===== src/rtl/ps2_key_decoder_if.sv =====
// Scancode-in / key-command-out bundle between the PS/2 receiver side and the key decoder.
// The decoder uses the slave modport; the byte source and game core use master.
interface ps2_key_decoder_if #(
    parameter int unsigned NUM_KEYS = 4
) ();
    logic [7:0]          data_in;
    logic                data_en;
    logic                move;
    logic [2:0]          dir;
    logic [NUM_KEYS-1:0] key_state;
    logic                evt_valid;
    logic                evt_make;
    logic [3:0]          evt_key;

    modport master (
        output data_in,
        output data_en,
        input  move,
        input  dir,
        input  key_state,
        input  evt_valid,
        input  evt_make,
        input  evt_key
    );

    modport slave (
        input  data_in,
        input  data_en,
        output move,
        output dir,
        output key_state,
        output evt_valid,
        output evt_make,
        output evt_key
    );
endinterface


===== src/rtl/ps2_key_decoder.sv =====
// PS/2 scancode decoder: E0/F0 prefix FSM, held-key tracking, most-recent-key move/dir command.
// Optional prefix timeout enabled by defining PS2_KEYDEC_TIMEOUT_EN.
module ps2_key_decoder #(
    parameter int unsigned           NUM_KEYS       = 4,
    parameter logic [8*NUM_KEYS-1:0] KEY_CODES      = {8'h23, 8'h1B, 8'h1C, 8'h1D},
    parameter logic [NUM_KEYS-1:0]   KEY_EXT        = '0,
    parameter logic [3*NUM_KEYS-1:0] KEY_DIRS       = {3'b110, 3'b100, 3'b101, 3'b111},
    parameter int unsigned           PULSE_MODE     = 0,
    parameter int unsigned           REPEAT_CYCLES  = 12500000,
    parameter int unsigned           TIMEOUT_CYCLES = 2500000
) (
    input logic              clock,
    input logic              resetn,
    ps2_key_decoder_if.slave kbd_io
);

    if (NUM_KEYS < 1 || NUM_KEYS > 16 || REPEAT_CYCLES < 2 || TIMEOUT_CYCLES < 1)
    begin : g_param_check
        $error("ps2_key_decoder: parameter out of range");
    end

    localparam logic [7:0]  CodeE0    = 8'hE0;
    localparam logic [7:0]  CodeF0    = 8'hF0;
    localparam logic [31:0] RptReload = 32'(REPEAT_CYCLES - 1);

    typedef enum logic [1:0] {StIdle, StGotE0, StGotF0, StGotE0F0} state_e;

    state_e              state_q, state_d;
    logic                code_ev, is_make, ext;
    logic                is_prefix;

    logic                hit;
    logic [3:0]          hit_idx;
    logic [NUM_KEYS-1:0] hit_oh;

    logic [NUM_KEYS-1:0] key_state_q, key_state_d;
    logic [NUM_KEYS-1:0] remain;
    logic                active_valid_q, active_valid_d;
    logic [3:0]          active_idx_q, active_idx_d;
    logic                act_change;
    logic                move_q, move_d;
    logic [2:0]          dir_q, dir_d;
    logic                evt_valid_q, evt_valid_d;
    logic                evt_make_q, evt_make_d;
    logic [3:0]          evt_key_q, evt_key_d;
    logic [31:0]         rpt_cnt_q, rpt_cnt_d;
    logic                pulse;

    assign is_prefix = (kbd_io.data_in == CodeE0) || (kbd_io.data_in == CodeF0);

`ifdef PS2_KEYDEC_TIMEOUT_EN
    logic [31:0] to_cnt_q, to_cnt_d;
    logic        to_hit;

    assign to_hit = (state_q != StIdle) && !kbd_io.data_en &&
                    (to_cnt_q == 32'(TIMEOUT_CYCLES - 1));

    always_comb begin
        to_cnt_d = to_cnt_q + 32'd1;
        if (state_q == StIdle || kbd_io.data_en || to_hit) begin
            to_cnt_d = '0;
        end
    end

    always_ff @(posedge clock or negedge resetn) begin
        if (!resetn) begin
            to_cnt_q <= '0;
        end else begin
            to_cnt_q <= to_cnt_d;
        end
    end
`endif

    // Prefix FSM: state register
    always_ff @(posedge clock or negedge resetn) begin
        if (!resetn) begin
            state_q <= StIdle;
        end else begin
            state_q <= state_d;
        end
    end

    // Prefix FSM: next state
    always_comb begin
        state_d = state_q;
        if (kbd_io.data_en) begin
            case (state_q)
                StIdle: begin
                    if (kbd_io.data_in == CodeE0)      state_d = StGotE0;
                    else if (kbd_io.data_in == CodeF0) state_d = StGotF0;
                end
                StGotE0: begin
                    if (kbd_io.data_in == CodeF0)      state_d = StGotE0F0;
                    else if (kbd_io.data_in != CodeE0) state_d = StIdle;
                end
                StGotF0: begin
                    if (kbd_io.data_in == CodeE0)      state_d = StGotE0F0;
                    else if (kbd_io.data_in != CodeF0) state_d = StIdle;
                end
                StGotE0F0: begin
                    if (!is_prefix) state_d = StIdle;
                end
                default: state_d = StIdle;
            endcase
        end
`ifdef PS2_KEYDEC_TIMEOUT_EN
        else if (to_hit) begin
            state_d = StIdle;
        end
`endif
    end

    // Prefix FSM: decoded make/break event for a non-prefix byte
    always_comb begin
        code_ev = 1'b0;
        is_make = 1'b0;
        ext     = 1'b0;
        if (kbd_io.data_en && !is_prefix) begin
            code_ev = 1'b1;
            case (state_q)
                StIdle:    is_make = 1'b1;
                StGotE0:   begin is_make = 1'b1; ext = 1'b1; end
                StGotF0:   is_make = 1'b0;
                StGotE0F0: ext = 1'b1;
                default:   is_make = 1'b1;
            endcase
        end
    end

    // Descending scan so the lowest matching index is the one left standing
    always_comb begin
        hit     = 1'b0;
        hit_idx = '0;
        hit_oh  = '0;
        for (int i = int'(NUM_KEYS) - 1; i >= 0; i--) begin
            if (KEY_CODES[8*i +: 8] == kbd_io.data_in && KEY_EXT[i] == ext) begin
                hit       = 1'b1;
                hit_idx   = 4'(i);
                hit_oh    = '0;
                hit_oh[i] = 1'b1;
            end
        end
    end

    assign remain = key_state_q & ~hit_oh;

    always_comb begin
        key_state_d    = key_state_q;
        active_valid_d = active_valid_q;
        active_idx_d   = active_idx_q;
        evt_valid_d    = 1'b0;
        evt_make_d     = evt_make_q;
        evt_key_d      = evt_key_q;
        act_change     = 1'b0;
        if (code_ev && hit) begin
            if (is_make && ((key_state_q & hit_oh) == '0)) begin
                key_state_d    = key_state_q | hit_oh;
                active_valid_d = 1'b1;
                active_idx_d   = hit_idx;
                evt_valid_d    = 1'b1;
                evt_make_d     = 1'b1;
                evt_key_d      = hit_idx;
                act_change     = 1'b1;
            end else if (!is_make && ((key_state_q & hit_oh) != '0)) begin
                key_state_d = remain;
                evt_valid_d = 1'b1;
                evt_make_d  = 1'b0;
                evt_key_d   = hit_idx;
                if (active_valid_q && active_idx_q == hit_idx) begin
                    active_valid_d = 1'b0;
                    active_idx_d   = '0;
                    for (int i = int'(NUM_KEYS) - 1; i >= 0; i--) begin
                        if (remain[i]) begin
                            active_valid_d = 1'b1;
                            active_idx_d   = 4'(i);
                        end
                    end
                    act_change = active_valid_d;
                end
            end
        end
    end

    // Auto-repeat: a fresh activation wins over a same-cycle expiry, both reload
    always_comb begin
        pulse     = 1'b0;
        rpt_cnt_d = '0;
        if (active_valid_d) begin
            if (act_change || rpt_cnt_q == '0) begin
                pulse     = 1'b1;
                rpt_cnt_d = RptReload;
            end else begin
                rpt_cnt_d = rpt_cnt_q - 32'd1;
            end
        end
    end

    always_comb begin
        move_d = (PULSE_MODE != 0) ? pulse : active_valid_d;
        dir_d  = active_valid_d ? KEY_DIRS[3*int'(active_idx_d) +: 3] : 3'b000;
    end

    always_ff @(posedge clock or negedge resetn) begin
        if (!resetn) begin
            key_state_q    <= '0;
            active_valid_q <= 1'b0;
            active_idx_q   <= '0;
            move_q         <= 1'b0;
            dir_q          <= 3'b000;
            evt_valid_q    <= 1'b0;
            evt_make_q     <= 1'b0;
            evt_key_q      <= '0;
            rpt_cnt_q      <= '0;
        end else begin
            key_state_q    <= key_state_d;
            active_valid_q <= active_valid_d;
            active_idx_q   <= active_idx_d;
            move_q         <= move_d;
            dir_q          <= dir_d;
            evt_valid_q    <= evt_valid_d;
            evt_make_q     <= evt_make_d;
            evt_key_q      <= evt_key_d;
            rpt_cnt_q      <= rpt_cnt_d;
        end
    end

    assign kbd_io.move      = move_q;
    assign kbd_io.dir       = dir_q;
    assign kbd_io.key_state = key_state_q;
    assign kbd_io.evt_valid = evt_valid_q;
    assign kbd_io.evt_make  = evt_make_q;
    assign kbd_io.evt_key   = evt_key_q;

endmodule


===== src/flat_wrapper.sv =====
// flat-port wrapper written by rule: the top's interface ports become plain ports
module ps2_key_decoder_flat 
#(
    parameter int unsigned           NUM_KEYS       = 4,
    parameter logic [8*NUM_KEYS-1:0] KEY_CODES      = {8'h23, 8'h1B, 8'h1C, 8'h1D},
    parameter logic [NUM_KEYS-1:0]   KEY_EXT        = '0,
    parameter logic [3*NUM_KEYS-1:0] KEY_DIRS       = {3'b110, 3'b100, 3'b101, 3'b111},
    parameter int unsigned           PULSE_MODE     = 0,
    parameter int unsigned           REPEAT_CYCLES  = 12500000,
    parameter int unsigned           TIMEOUT_CYCLES = 2500000
)
  (clock, resetn, kbd_io_data_in, kbd_io_data_en, kbd_io_move, kbd_io_dir, kbd_io_key_state, kbd_io_evt_valid, kbd_io_evt_make, kbd_io_evt_key);
  ps2_key_decoder_if #(.NUM_KEYS(NUM_KEYS)) kbd_io_i ();
  input logic clock;
  input logic resetn;
  input wire logic [$bits(kbd_io_i.data_in)-1:0] kbd_io_data_in;
  input wire logic [$bits(kbd_io_i.data_en)-1:0] kbd_io_data_en;
  output wire logic [$bits(kbd_io_i.move)-1:0] kbd_io_move;
  output wire logic [$bits(kbd_io_i.dir)-1:0] kbd_io_dir;
  output wire logic [$bits(kbd_io_i.key_state)-1:0] kbd_io_key_state;
  output wire logic [$bits(kbd_io_i.evt_valid)-1:0] kbd_io_evt_valid;
  output wire logic [$bits(kbd_io_i.evt_make)-1:0] kbd_io_evt_make;
  output wire logic [$bits(kbd_io_i.evt_key)-1:0] kbd_io_evt_key;
  assign kbd_io_i.data_in = kbd_io_data_in;
  assign kbd_io_i.data_en = kbd_io_data_en;
  assign kbd_io_move = kbd_io_i.move;
  assign kbd_io_dir = kbd_io_i.dir;
  assign kbd_io_key_state = kbd_io_i.key_state;
  assign kbd_io_evt_valid = kbd_io_i.evt_valid;
  assign kbd_io_evt_make = kbd_io_i.evt_make;
  assign kbd_io_evt_key = kbd_io_i.evt_key;
  ps2_key_decoder #(.NUM_KEYS(NUM_KEYS), .KEY_CODES(KEY_CODES), .KEY_EXT(KEY_EXT), .KEY_DIRS(KEY_DIRS), .PULSE_MODE(PULSE_MODE), .REPEAT_CYCLES(REPEAT_CYCLES), .TIMEOUT_CYCLES(TIMEOUT_CYCLES)) u_core (.clock(clock), .resetn(resetn), .kbd_io(kbd_io_i));
endmodule

===== config.mk =====
export PLATFORM = sky130hd
export DESIGN_NAME = ps2_key_decoder_flat
export DESIGN_NICKNAME = d
export VERILOG_FILES = /design/src/rtl/ps2_key_decoder_if.sv /design/src/rtl/ps2_key_decoder.sv /design/src/flat_wrapper.sv
export SDC_FILE = /design/constraint.sdc
export NUM_CORES = 1
export LEC_CHECK = 0
export CORE_UTILIZATION = 48
export CTS_CLUSTER_SIZE = 30
export DETAILED_ROUTE_END_ITERATION = 10
export GPL_ROUTABILITY_DRIVEN = 0
export PLACE_DENSITY_LB_ADDON = 0.12
export SLEW_MARGIN = 20
export SYNTH_ARGS = -nofsm -noshare
export SYNTH_HDL_FRONTEND = slang
export SYNTH_SLANG_ARGS = --single-unit

===== constraint.sdc =====
create_clock -name clock -period 2.85 [get_ports clock]
set_clock_uncertainty 0.15 [all_clocks]
set_input_delay 0.4275 -clock clock [delete_from_list [all_inputs] [get_ports clock]]
set_output_delay 0.4275 -clock clock [all_outputs]
set_load 0.03 [all_outputs]

Word level (Yosys, flattened, before mapping)

Cells that the tools add are included.

Register bits after elaboration: 20
Output and inout bits: 14
Input port bits: 11
Word-level logic and storage cells: 102

Muxes and demuxes: 51
Bitwise gates (word level): 5
Shifts and indexed selects: 1
Reduce and logical (&&, ||, !) cells: 20
Equal/unequal tests: 16
Multipliers: 1

Operators by type and width:

| operator                   | number |
|---|---|
| $mux W4                    | 12 |
| $shiftx A12 B32 Y3 const A | 1 |
| $mux W2                    | 15 |
| $eq A5 B8 Y1 const A       | 3 |
| $mux W1                    | 22 |
| $eq A8 B8 Y1 const B       | 2 |
| $ne A8 B8 Y1 const B       | 2 |
| $logic_and A1 B1 Y1        | 9 |
| $ne A3 B1 Y1 const B       | 3 |
| $and A4 B4 Y4              | 2 |
| $eq A6 B8 Y1 const A       | 1 |
| $pmux W2 S4                | 1 |
| $mul A2 B4 Y6 const A      | 1 |
| $reduce_and A5 Y1          | 1 |
| $eq A2 B2 Y1 const B       | 2 |
| $eq A4 B2 Y1               | 1 |
| $logic_not A4 Y1           | 1 |
| $not A4 Y4                 | 1 |
| $or A4 B4 Y4               | 1 |
| $reduce_bool A4 Y1         | 1 |
| $reduce_or A2 Y1           | 2 |
| $mux W3                    | 1 |
| $eq A2 B1 Y1 const B       | 1 |
| $logic_not A1 Y1           | 2 |
| other kinds (6)            | 6 |

Longest topological paths before layout

Gate-level depths: netlist (run 1).

Depth in word-level cells: 24
Gate-level depth with buffers: 13
Gate-level depth less buffers: 12

Least setup slack after synthesis (run 1)

No wires, ideal clock.

Kind: input to register
From: input port kbd_io_data_in[5]
To: register u_core.dir_q[1] (netlist: u_core.kbd_io.dir[1])
Required time: 2.582 ns
Buffers on the path: 1
Setup time: 0.118 ns
Arrival: 2.546 ns
Slack: 0.036 ns
Stages: 13
Path through: and3b_1 clkbuf_2 nand2_1 a311oi_1 a221oi_1 inv_1 ha_1 nor3b_1 o211ai_1 o311ai_1 o211ai_2 xor2_1 nor2_1

Word-level cells in the longest chain between the ends: 24
Elaborated cells between the ends (all ways): 59
Those cells by class: mul (1); eq/ne (7); shift (1); mux (32); bitwise (4); reduce/logical (14)

Ends and longest elaborated chain:

| element                    | RTL line               | text |
|---|---|---|
| from (decl)                | flat_wrapper.sv:16     | `input wire logic [$bits(kbd_io_i.data_in)-1:0] kbd_io_data_in;` |
| $eq A8 B8 Y1               | ps2_key_decoder.sv:49  | `assign is_prefix = (kbd_io.data_in == CodeE0) \|\| (kbd_io.data_in == CodeF0);` |
| $logic_or A1 B1 Y1         | ps2_key_decoder.sv:49  |  |
| $logic_not A1 Y1           | --                     |  |
| $logic_and A1 B1 Y1        | ps2_key_decoder.sv:118 | `if (kbd_io.data_en && !is_prefix) begin` |
| $mux W1                    | ps2_key_decoder.sv:118 |  |
| $not A1 Y1                 | ps2_key_decoder.sv:136 | `if (KEY_CODES[8*i +: 8] == kbd_io.data_in && KEY_EXT[i] == ext) begin` |
| $logic_and A1 B1 Y1        | ps2_key_decoder.sv:136 |  |
| $mux W4 (4 in a row)       | ps2_key_decoder.sv:136 |  |
| [... 7 more ...]           | --                     |  |
| $mux W4                    | ps2_key_decoder.sv:164 | `end else if (!is_make && ((key_state_q & hit_oh) != '0)) begin` |
| $mux W4                    | ps2_key_decoder.sv:156 | `if (is_make && ((key_state_q & hit_oh) == '0)) begin` |
| $mux W4 *                  | ps2_key_decoder.sv:155 | `if (code_ev && hit) begin` |
| via u_core.active_idx_d[0] | ps2_key_decoder.sv:39  | `logic [3:0] active_idx_q, active_idx_d;` |
| $mul A2 B4 Y6 *            | ps2_key_decoder.sv:200 | `dir_d = active_valid_d ? KEY_DIRS[3*int'(active_idx_d) +: 3] : 3'b000;` |
| $shiftx A12 B32 Y3 *       | ps2_key_decoder.sv:200 |  |
| $mux W3 *                  | ps2_key_decoder.sv:200 |  |
| via u_core.dir_d[1]        | ps2_key_decoder.sv:42  | `logic [2:0] dir_q, dir_d;` |
| to (signal assigned)       | ps2_key_decoder.sv:219 | `dir_q <= dir_d;` |
| to (decl)                  | ps2_key_decoder.sv:42  |  |

Mark *: on every way through the listed nets, which the timed path passes. The rest lies on a longest branch.
A chain may end at the register's enable or synchronous reset.

Worst setup path after layout (run 1)

From: input port kbd_io_data_in[4]
To: register u_core.dir_q[1] (netlist: u_core.kbd_io.dir[1])

The elaborated chain is that of the path after synthesis.

==> impl_metrics.ini, run 1 <==
[cts]
clk_latency_ns = 0.31
cts.path.max_buffers = 2
cts_tree = built
clkSinkCount = 18
clockRootBuffer = clkbuf_4
clk_pin_slew_ns = 0.10
cts.htree.levels = 1
numCtsBuffers = 3
holdBufCountCts = 0

[power_and_ir_drop]
max-vdd-ir-drop_uv = 348
powerDensity_nw_per_um2 = 344
leakagePower_nw = 0.787

[synth]
yosys_warnings = 0
syn_avg_cell_area_um2 = 9.97
synth_top_area_cell = dfrtp_1
synth_cells = 107
ys_ff_latch = 18
synthTopCellsByArea = dfrtp_1 (42%), nand2_1 (4.6%), nor2_1 (2.8%)
synthTopCellsByCount = dfrtp_1 (18), nand2_1 (13), nor2_1 (8)
synthMostInstantiatedCell = dfrtp_1
yosysUniqueCellTypes = 47
synth_top_flop_cell = dfrtp_1
synth-edff-count = 0
yosysSeqAreaShare_pct = 42.2
synth_top_cell_area_share_pct = 42.2
async_flop_share_pct = 100
syn_area_um2 = 1070

[die]
num_rows = 16
ios = 25
die_area_um2 = 2420
start_util_pct = 52.8
die_w_um = 49.2
core-area_um2 = 2020
die_y_um = 49.2

[sta]
post-route-period-util_pct = 96.2
hold_violations = 0
maxSlewViolCount = 0
relSlewSlack_pct = 45.4
fmax_mhz = 365
min_period_ns = 2.74
setup_ws_ns = 0.108
setup_viol = 0
worstMarginPinSlew_ns = 0.816
whs_ns = 0.364

[place]
place_ws_ns = -0.692
io_buffers = 22
place_hpwl_um = 1810

[worst_setup_path]
crit_path_max_fanout = 7
crit_start = kbd_io_data_in[4]
start_kind = primary input
critPathCaptureType = flop
worstPathRequired_ns = 2.91
cp_data_arrival_time_ns = 2.80
worstReg2RegStart = u_core.state_q[0]
crit_type = in -> reg

[detailed_routing]
dr.pass1.iters = 4
vias_per_cell = 5.46
avgRoutedWirePerCell_um = 15.1
routed_wl_um = 2860
route.detailed.drc = 0
via_count = 1032
ant_nets = 0
first_iter_violations = 16

[finish]
final_nets = 176
area_growth_pct = 52.2
drive_gt1_share_pct = 40.7
antenna_cells = 0
n_fill_cell = 136

[global_routing]
grt_pass1_vias = 1014
grt_max_degree = 19
gr-total-overflow = 0
antenna_found_initial = 0
grtUsageTotal_pct = 25.4
grt_pass1_wl_um = 4660

[worst_hold_path]
hp-class = reg -> reg
min_from = u_core.kbd_io.evt_key[1]

[job]
maxCapViolations = 0

[status]
outcome = complete, no violations
path summary, 6_finish.rpt:
kind	endpoint	slack, ns	cells after the start
min in group asynchronous	async pin	0.43	1
max in group asynchronous	u_core.state_q[0]	1.62	1
worst min-delay path	u_core.kbd_io.evt_key[1]	0.36	1
worst max register to register	u_core.kbd_io.dir[1]	0.15	13
worst max-delay path	u_core.kbd_io.dir[1]	0.11	14
worst min register to register	u_core.kbd_io.evt_key[1]	0.36	1
per-layer routing:
metal | GRT usage (%) | vias up | wire (um)
met3 | 5.30 | 2 | 163
met5 | 0 | - | 0
li1 | - | 490 | -
met4 | 6.37 | 0 | 23
met2 | 43.2 | 38 | 1420
met1 | 32.7 | 502 | 1260
kinds of logic after synthesis:
group	Yosys count	share of synthesized area [%]
AO/OA/AOI/OAI	27	19.3
XOR/XNOR	2	1.64
adder cells (fa/ha/maj)	2	2.34
buffers and inverters	12	5.16
flip-flops	18	42.2
multiplexers	5	5.51
other	1	0.351
AND/OR/NAND/NOR	40	23.4
critical path: stages:
cell	delay [ns]
dlygate4sd2_1	0.27
and3b_1	0.20
buf_4	0.16
and3_1	0.19
a221oi_2	0.33
buf_4	0.16
buf_4	0.09
ha_1	0.15
buf_4	0.16
nand2_1	0.14
a21o_2	0.24
o211ai_2	0.07
xor2_1	0.16
nor2_1	0.06
cell type report:
type / instances / area (um2) / share of cell area, %
Inverter: 8 / 30.0 / 1.85
Sequential cell: 18 / 450 / 27.7
Timing Repair Buffer: 54 / 430 / 26.5
Clock buffer: 4 / 36.3 / 2.23
Multi-Input combinational cell: 78 / 643 / 39.6
Tap cell: 27 / 33.8 / 2.08
repair_timing:
action / 4_1_cts / 5_1_grt
gates resized for setup: 14 / 21
endpoints found under the setup margin: 9 / 4
pin swaps: 11 / 15
buffers inserted: 6 / 1
cell usage in the layout (no fill, tap or decap), types with 2 or more instances in the layout:
cell	count
nand3_2	2
mux2_1	2
nor3b_4	2
o21ai_0	4
nand2_1	11
nand2_2	2
clkbuf_2	6
nand2b_1	2
buf_4	32
a21oi_1	4
nor2_1	8
o311ai_2	2
clkdlybuf4s50_1	13
clkbuf_4	3
conb_1	2
dfrtp_1	18
o211ai_1	2
and2_1	2
dlygate4sd2_1	2
a21boi_1	2
mux2_2	2
inv_1	7
stage by stage:
step / std cells / utilization, % / instance area [um2] / setup TNS (ns) / power (mW)
2_1_floorplan: 108 / - / 1070 / 0 / 0.335
5_1_grt: 189 / 80.3 / 1620 / -0.0407 / 0.580
6_report: 189 / 80.3 / 1620 / 0 / 0.559
3_5_place_dp: 178 / 73.6 / 1490 / -5.69 / 0.397
3_3_place_gp: 178 / 73.6 / 1490 / -3.78 / 0.394
4_1_cts: 188 / 78.7 / 1590 / 0 / 0.554
power by group:
group / switching, mW / internal [mW]
clock: 0.0857 / 0.0781
sequential: 0.00845 / 0.268
combinational: 0.0664 / 0.0523
(Power assumes the default switching activity.)
==> run 2: changes to the inputs <==
--- a/config.mk
+++ b/config.mk
@@ -10,4 +10,5 @@
 export DETAILED_ROUTE_END_ITERATION = 10
 export GPL_ROUTABILITY_DRIVEN = 0
+export MAX_ROUTING_LAYER = met4
 export PLACE_DENSITY_LB_ADDON = 0.12
 export SLEW_MARGIN = 20
--- a/constraint.sdc
+++ b/constraint.sdc
@@ -3,3 +3,3 @@
 set_input_delay 0.4275 -clock clock [delete_from_list [all_inputs] [get_ports clock]]
 set_output_delay 0.4275 -clock clock [all_outputs]
-set_load 0.03 [all_outputs]
+set_load 0.05 [all_outputs]
==> run 2 against run 1 <==
- die area unchanged
- sequential power about the same
- combinational power up 15%
- critical path type unchanged
==> impl_metrics.ini, run 2 (synthesis results as in run 1) <==
[status]
outcome = complete, no violations

[detailed_routing]
ant_nets = 0
first_iter_violations = 13
routed_wl_um = 2870
avgRoutedWirePerCell_um = 15.2
via_count = 1046
route.detailed.drc = 0
dr.pass1.iters = 4
vias_per_cell = 5.53

[worst_setup_path]
crit_chain = dlygate4sd2_1 -> and3b_1 -> buf_4 -> and3_1 -> a221oi_2 -> buf_4 -> buf_4 -> ha_1 -> buf_4 -> nand2_1 -> a21o_2 -> o211ai_2 -> xor2_1 -> nor2_1
worstPathRequired_ns = 2.91
critPathSlowestCell = a221oi_2
path_delay_family = buffers and inverters
cpPeakStageDelay_ns = 0.33
critPathCaptureType = flop
cp_common_cell = buf_4
crit_type = in -> reg
cp_data_arrival_time_ns = 2.80
start_kind = primary input
critPathBufInv = 5
crit_path_max_fanout = 7

[job]
maxCapViolations = 0

[cts]
cts.path.max_buffers = 2
cts.htree.levels = 1
clkSinkCount = 18
clk_latency_ns = 0.31
cts_tree = built
numCtsBuffers = 3
holdBufCountCts = 0
clockRootBuffer = clkbuf_4
clk_pin_slew_ns = 0.11

[sta]
relSlewSlack_pct = 44.6
post-route-period-util_pct = 96.1
maxSlewViolCount = 0
min_period_ns = 2.74
fmax_mhz = 365
setup_ws_ns = 0.111
setup_viol = 0
hold_violations = 0
setup_tns_ns = 0
worstMarginPinSlew_ns = 0.828

[global_routing]
grtUsageTotal_pct = 26.1
grt_pass1_vias = 1013
antenna_found_initial = 0
gr-total-overflow = 0
grt_pass1_wl_um = 4660
grt_max_degree = 19

[worst_hold_path]
hp-class = reg -> reg

[die]
ios = 25
die_y_um = 49.2
die_area_um2 = 2420
num_rows = 16
start_util_pct = 52.8
die_w_um = 49.2
core-area_um2 = 2020

[power_and_ir_drop]
powerDensity_nw_per_um2 = 356
leakagePower_nw = 0.787
max-vdd-ir-drop_uv = 352
total_power_mw = 0.578

[place]
place_ws_ns = -0.692
placed_area_um2 = 1490
io_buffers = 22
place_hpwl_um = 1810

[finish]
final_nets = 176
final_cell_mix = buf_4 (32), dfrtp_1 (18), clkdlybuf4s50_1 (13), nand2_1 (11), nor2_1 (8)
antenna_cells = 0
drive_gt1_share_pct = 40.7
stdcell_area_um2 = 1620
layout_commonest_cell = buf_4
area_growth_pct = 52.2
==> run 2: worst paths after layout <==
kind                       depth (start not counted)                        to  slack (ns)                      from
hold reg to reg                                    1  u_core.kbd_io.evt_key[1]        0.36  u_core.kbd_io.evt_key[1]
setup / recovery                                  14      u_core.kbd_io.dir[1]        0.11         kbd_io_data_in[4]
setup reg to reg                                  13      u_core.kbd_io.dir[1]        0.14         u_core.state_q[0]
min in group asynchronous                          1                 async pin        0.43                    resetn
hold / removal                                     1  u_core.kbd_io.evt_key[1]        0.36  u_core.kbd_io.evt_key[1]
max in group asynchronous                          1         u_core.state_q[0]        1.61                    resetn
==> run 2: layout make-up <==
| cell class | instances | area, um2 |
|---|---|---|
| clock buffer | 4 | 36.3 |
| fill | 136 | 398 |
| inverter | 8 | 30.0 |
| multi-input combinational | 78 | 643 |
| sequential | 18 | 450 |
| tap | 27 | 33.8 |
| timing repair buffer | 54 | 430 |
==> run 2: metal layers <==
metal / GRT usage (%) / wire [um] / vias to the layer above
li1: - / - / 490
met3: 4.36 / 96 / 8
met1: 33.3 / 1320 / 516
met4: 6.37 / 50 / 0
met5: - / 0 / -
met2: 43.2 / 1400 / 32
==> run 2: timing repair <==
action                                 CTS  global route
pin swaps                               11            15
setup buffers                            6             1
resized for setup                       14            21
endpoints found under the hold margin    0             0
setup endpoints to repair                9             4
==> run 2: power by group <==
part           leakage (nW)  switching, mW  total, mW  internal (mW)
clock                0.0210         0.0861      0.164         0.0781
sequential            0.236        0.00840      0.277          0.268
combinational         0.530         0.0847      0.137         0.0522
==> run 2: through the flow <==
stage	util, %	hold slack, ns	cells
final	80.3	0.364	189
after global routing	80.3	0.383	189
after CTS	78.7	0.372	188
after detailed placement	73.6	0.348	178
after global placement	73.6	0.332	178
after floorplan	-	-0.0181	108
==> run 3: changes to the inputs <==
- CORE_UTILIZATION: 48 -> 51
- CTS_BUF_LIST: default -> sky130_fd_sc_hd__clkbuf_8
==> run 3 against run 2 <==
- cell count up 0.53%
- highest routed layer unchanged
- clock power increased by 31%
- combinational power rose by 8%
- the flow now finishes with violations (setup timing)
- critical path type unchanged
- global-route usage grew 1.5 points
- die area shrank 5.7%
- hold slack worse by 0.00066 ns
- utilization grew 7.8 points
- first-iteration DRC count grew to 7.3 times the previous value
- largest cell class unchanged
==> impl_metrics.ini, run 3 (synthesis results as in run 1) <==
[power_and_ir_drop]
max-vdd-ir-drop_uv = 427
switchingPower_mw = 0.192
p_seq_share_pct = 43.2
intPower_mw = 0.448
p_sw_share_pct = 30.0
leakagePower_nw = 0.822
power_frac_clock_pct = 33.6
power_frac_comb_pct = 23.2
powerDensity_nw_per_um2 = 370

[sta]
relSlewSlack_pct = 46.3
grt_setup_unrepaired = yes
setup_ws_ns = -0.0581
maxSlewViolCount = 0
hold_violations = 0
min_period_ns = 2.91
worstMarginPinSlew_ns = 0.804
whs_ns = 0.363
post-route-period-util_pct = 102
setup_viol = 1
fmax_mhz = 344

[die]
die_area_um2 = 2280
die_w_um = 47.7
die_y_um = 47.7
num_rows = 16
start_util_pct = 54.4
ios = 25
core-area_um2 = 1960

[finish]
utilization_pct = 88.1
final_nets = 177
stdcell_area_um2 = 1730
multi_input_area_um2 = 701
final_cell_mix = buf_4 (30), dfrtp_1 (18), clkdlybuf4s50_1 (13), nand2_1 (10), nor2_1 (8)
layout.cells.non_filler = 190
seqCellArea_um2 = 450
antenna_cells = 0
drive_gt1_share_pct = 44.2
area_growth_pct = 62.0
n_fill_cell = 95
layout_commonest_cell = buf_4

[cts]
cts.htree.levels = 1
cts_tree = built
clk_latency_ns = 0.26
numCtsBuffers = 3
clk_pin_slew_ns = 0.07
cts.path.max_buffers = 2
clockRootBuffer = clkbuf_8
clkSinkCount = 18
holdBufCountCts = 0

[detailed_routing]
routed_wl_um = 3860
route.detailed.drc = 0
vias_per_cell = 6.09
avgRoutedWirePerCell_um = 20.3
dr.pass1.iters = 4
ant_nets = 0
via_count = 1157
first_iter_violations = 95

[worst_setup_path]
crit_type = in -> reg
critPathCaptureType = flop
start_kind = primary input
crit_path_max_fanout = 5
worstPathRequired_ns = 2.87
cp_data_arrival_time_ns = 2.93

[global_routing]
grt_pass1_wl_um = 4190
top_usage_layer = met2
grtUsageMet1_pct = 31.6
gr-total-overflow = 0
grtUsageMet3_pct = 5.28
grt_pass1_vias = 1015
grtUsageTotal_pct = 27.7
grt_max_degree = 19
antenna_found_initial = 0
use_met2_pct = 47.3

[place]
place_hpwl_um = 1820
io_buffers = 22
place_ws_ns = -0.587
placedCellCount = 178
placed_area_um2 = 1490

[worst_hold_path]
hp-class = reg -> reg

[status]
outcome = finished with violations
failed_checks = setup timing

[job]
maxCapViolations = 0
run 3: changes by cell type in the layout (fill, tap and decap cells not counted), sizes merged:
cell	before	now
dlymetal6s2s	1	2
dlygate4sd2	2	0
clkbuf	10	9
buf	32	35
run 3: worst paths after layout:
path	cells past startpoint	slack [ns]	endpoint	startpoint
worst max-delay path	14	-0.06	flop	kbd_io_data_in[5]
worst min-delay path	1	0.36	u_core.kbd_io.evt_make	u_core.kbd_io.evt_make
worst max register to register	13	-0.03	flop	u_core.state_q[0]
worst min register to register	1	0.36	u_core.kbd_io.evt_make	u_core.kbd_io.evt_make
max in group asynchronous	1	1.57	u_core.kbd_io.dir[1]	resetn
min in group asynchronous	1	0.48	async pin	resetn
run 3: repair_timing:
item	in CTS	in global routing
gates resized for setup	16	38
pin swaps	13	17
setup buffers	7	1
endpoints found under the setup margin	11	13
cloned	0	0
run 3: worst max-delay path, stage by stage:
cell            delay [ns]
dlymetal6s2s_1        0.13
and3b_2               0.25
buf_4                 0.17
and3_4                0.19
a221oi_4              0.32
inv_1                 0.08
ha_2                  0.28
nor2b_1               0.27
buf_4                 0.22
buf_4                 0.12
inv_2                 0.04
nor2_1                0.21
nand2_1               0.11
o21ai_0               0.10
run 3: power by group through the flow:
stage | registers, mW | clock network (mW) | logic, mW
4_1_cts | 0.276 | 0.213 | 0.136
2_1_floorplan | 0.316 | 0 | 0.0369
3_5_place_dp | 0.280 | 0 | 0.135
5_1_grt | 0.278 | 0.226 | 0.156
3_3_place_gp | 0.280 | 0 | 0.133
6_report | 0.277 | 0.215 | 0.148
run 3: per-layer routing:
metal / share of wire [%] / vias to the layer above
met5: 0 / -
met4: 4.8 / 0
met3: 9.2 / 29
met2: 49 / 93
met1: 37 / 541
li1: - / 494
run 3: per-stage QoR:
step | TNS (ns) | power (mW)
finish | -0.0581 | 0.640
global route | -0.227 | 0.660
CTS | 0 | 0.624
detailed placement | -4.41 | 0.415
global placement | -3.46 | 0.413
floorplan | 0 | 0.353
run 3: area by class of cell:
| class | instances | share of cell area, % |
|---|---|---|
| Multi-Input combinational cell | 78 | 40.5 |
| Timing Repair Buffer | 55 | 26.6 |
| Sequential cell | 18 | 26.0 |
| Clock buffer | 4 | 3.18 |
| Tap cell | 27 | 1.95 |
| Inverter | 8 | 1.74 |
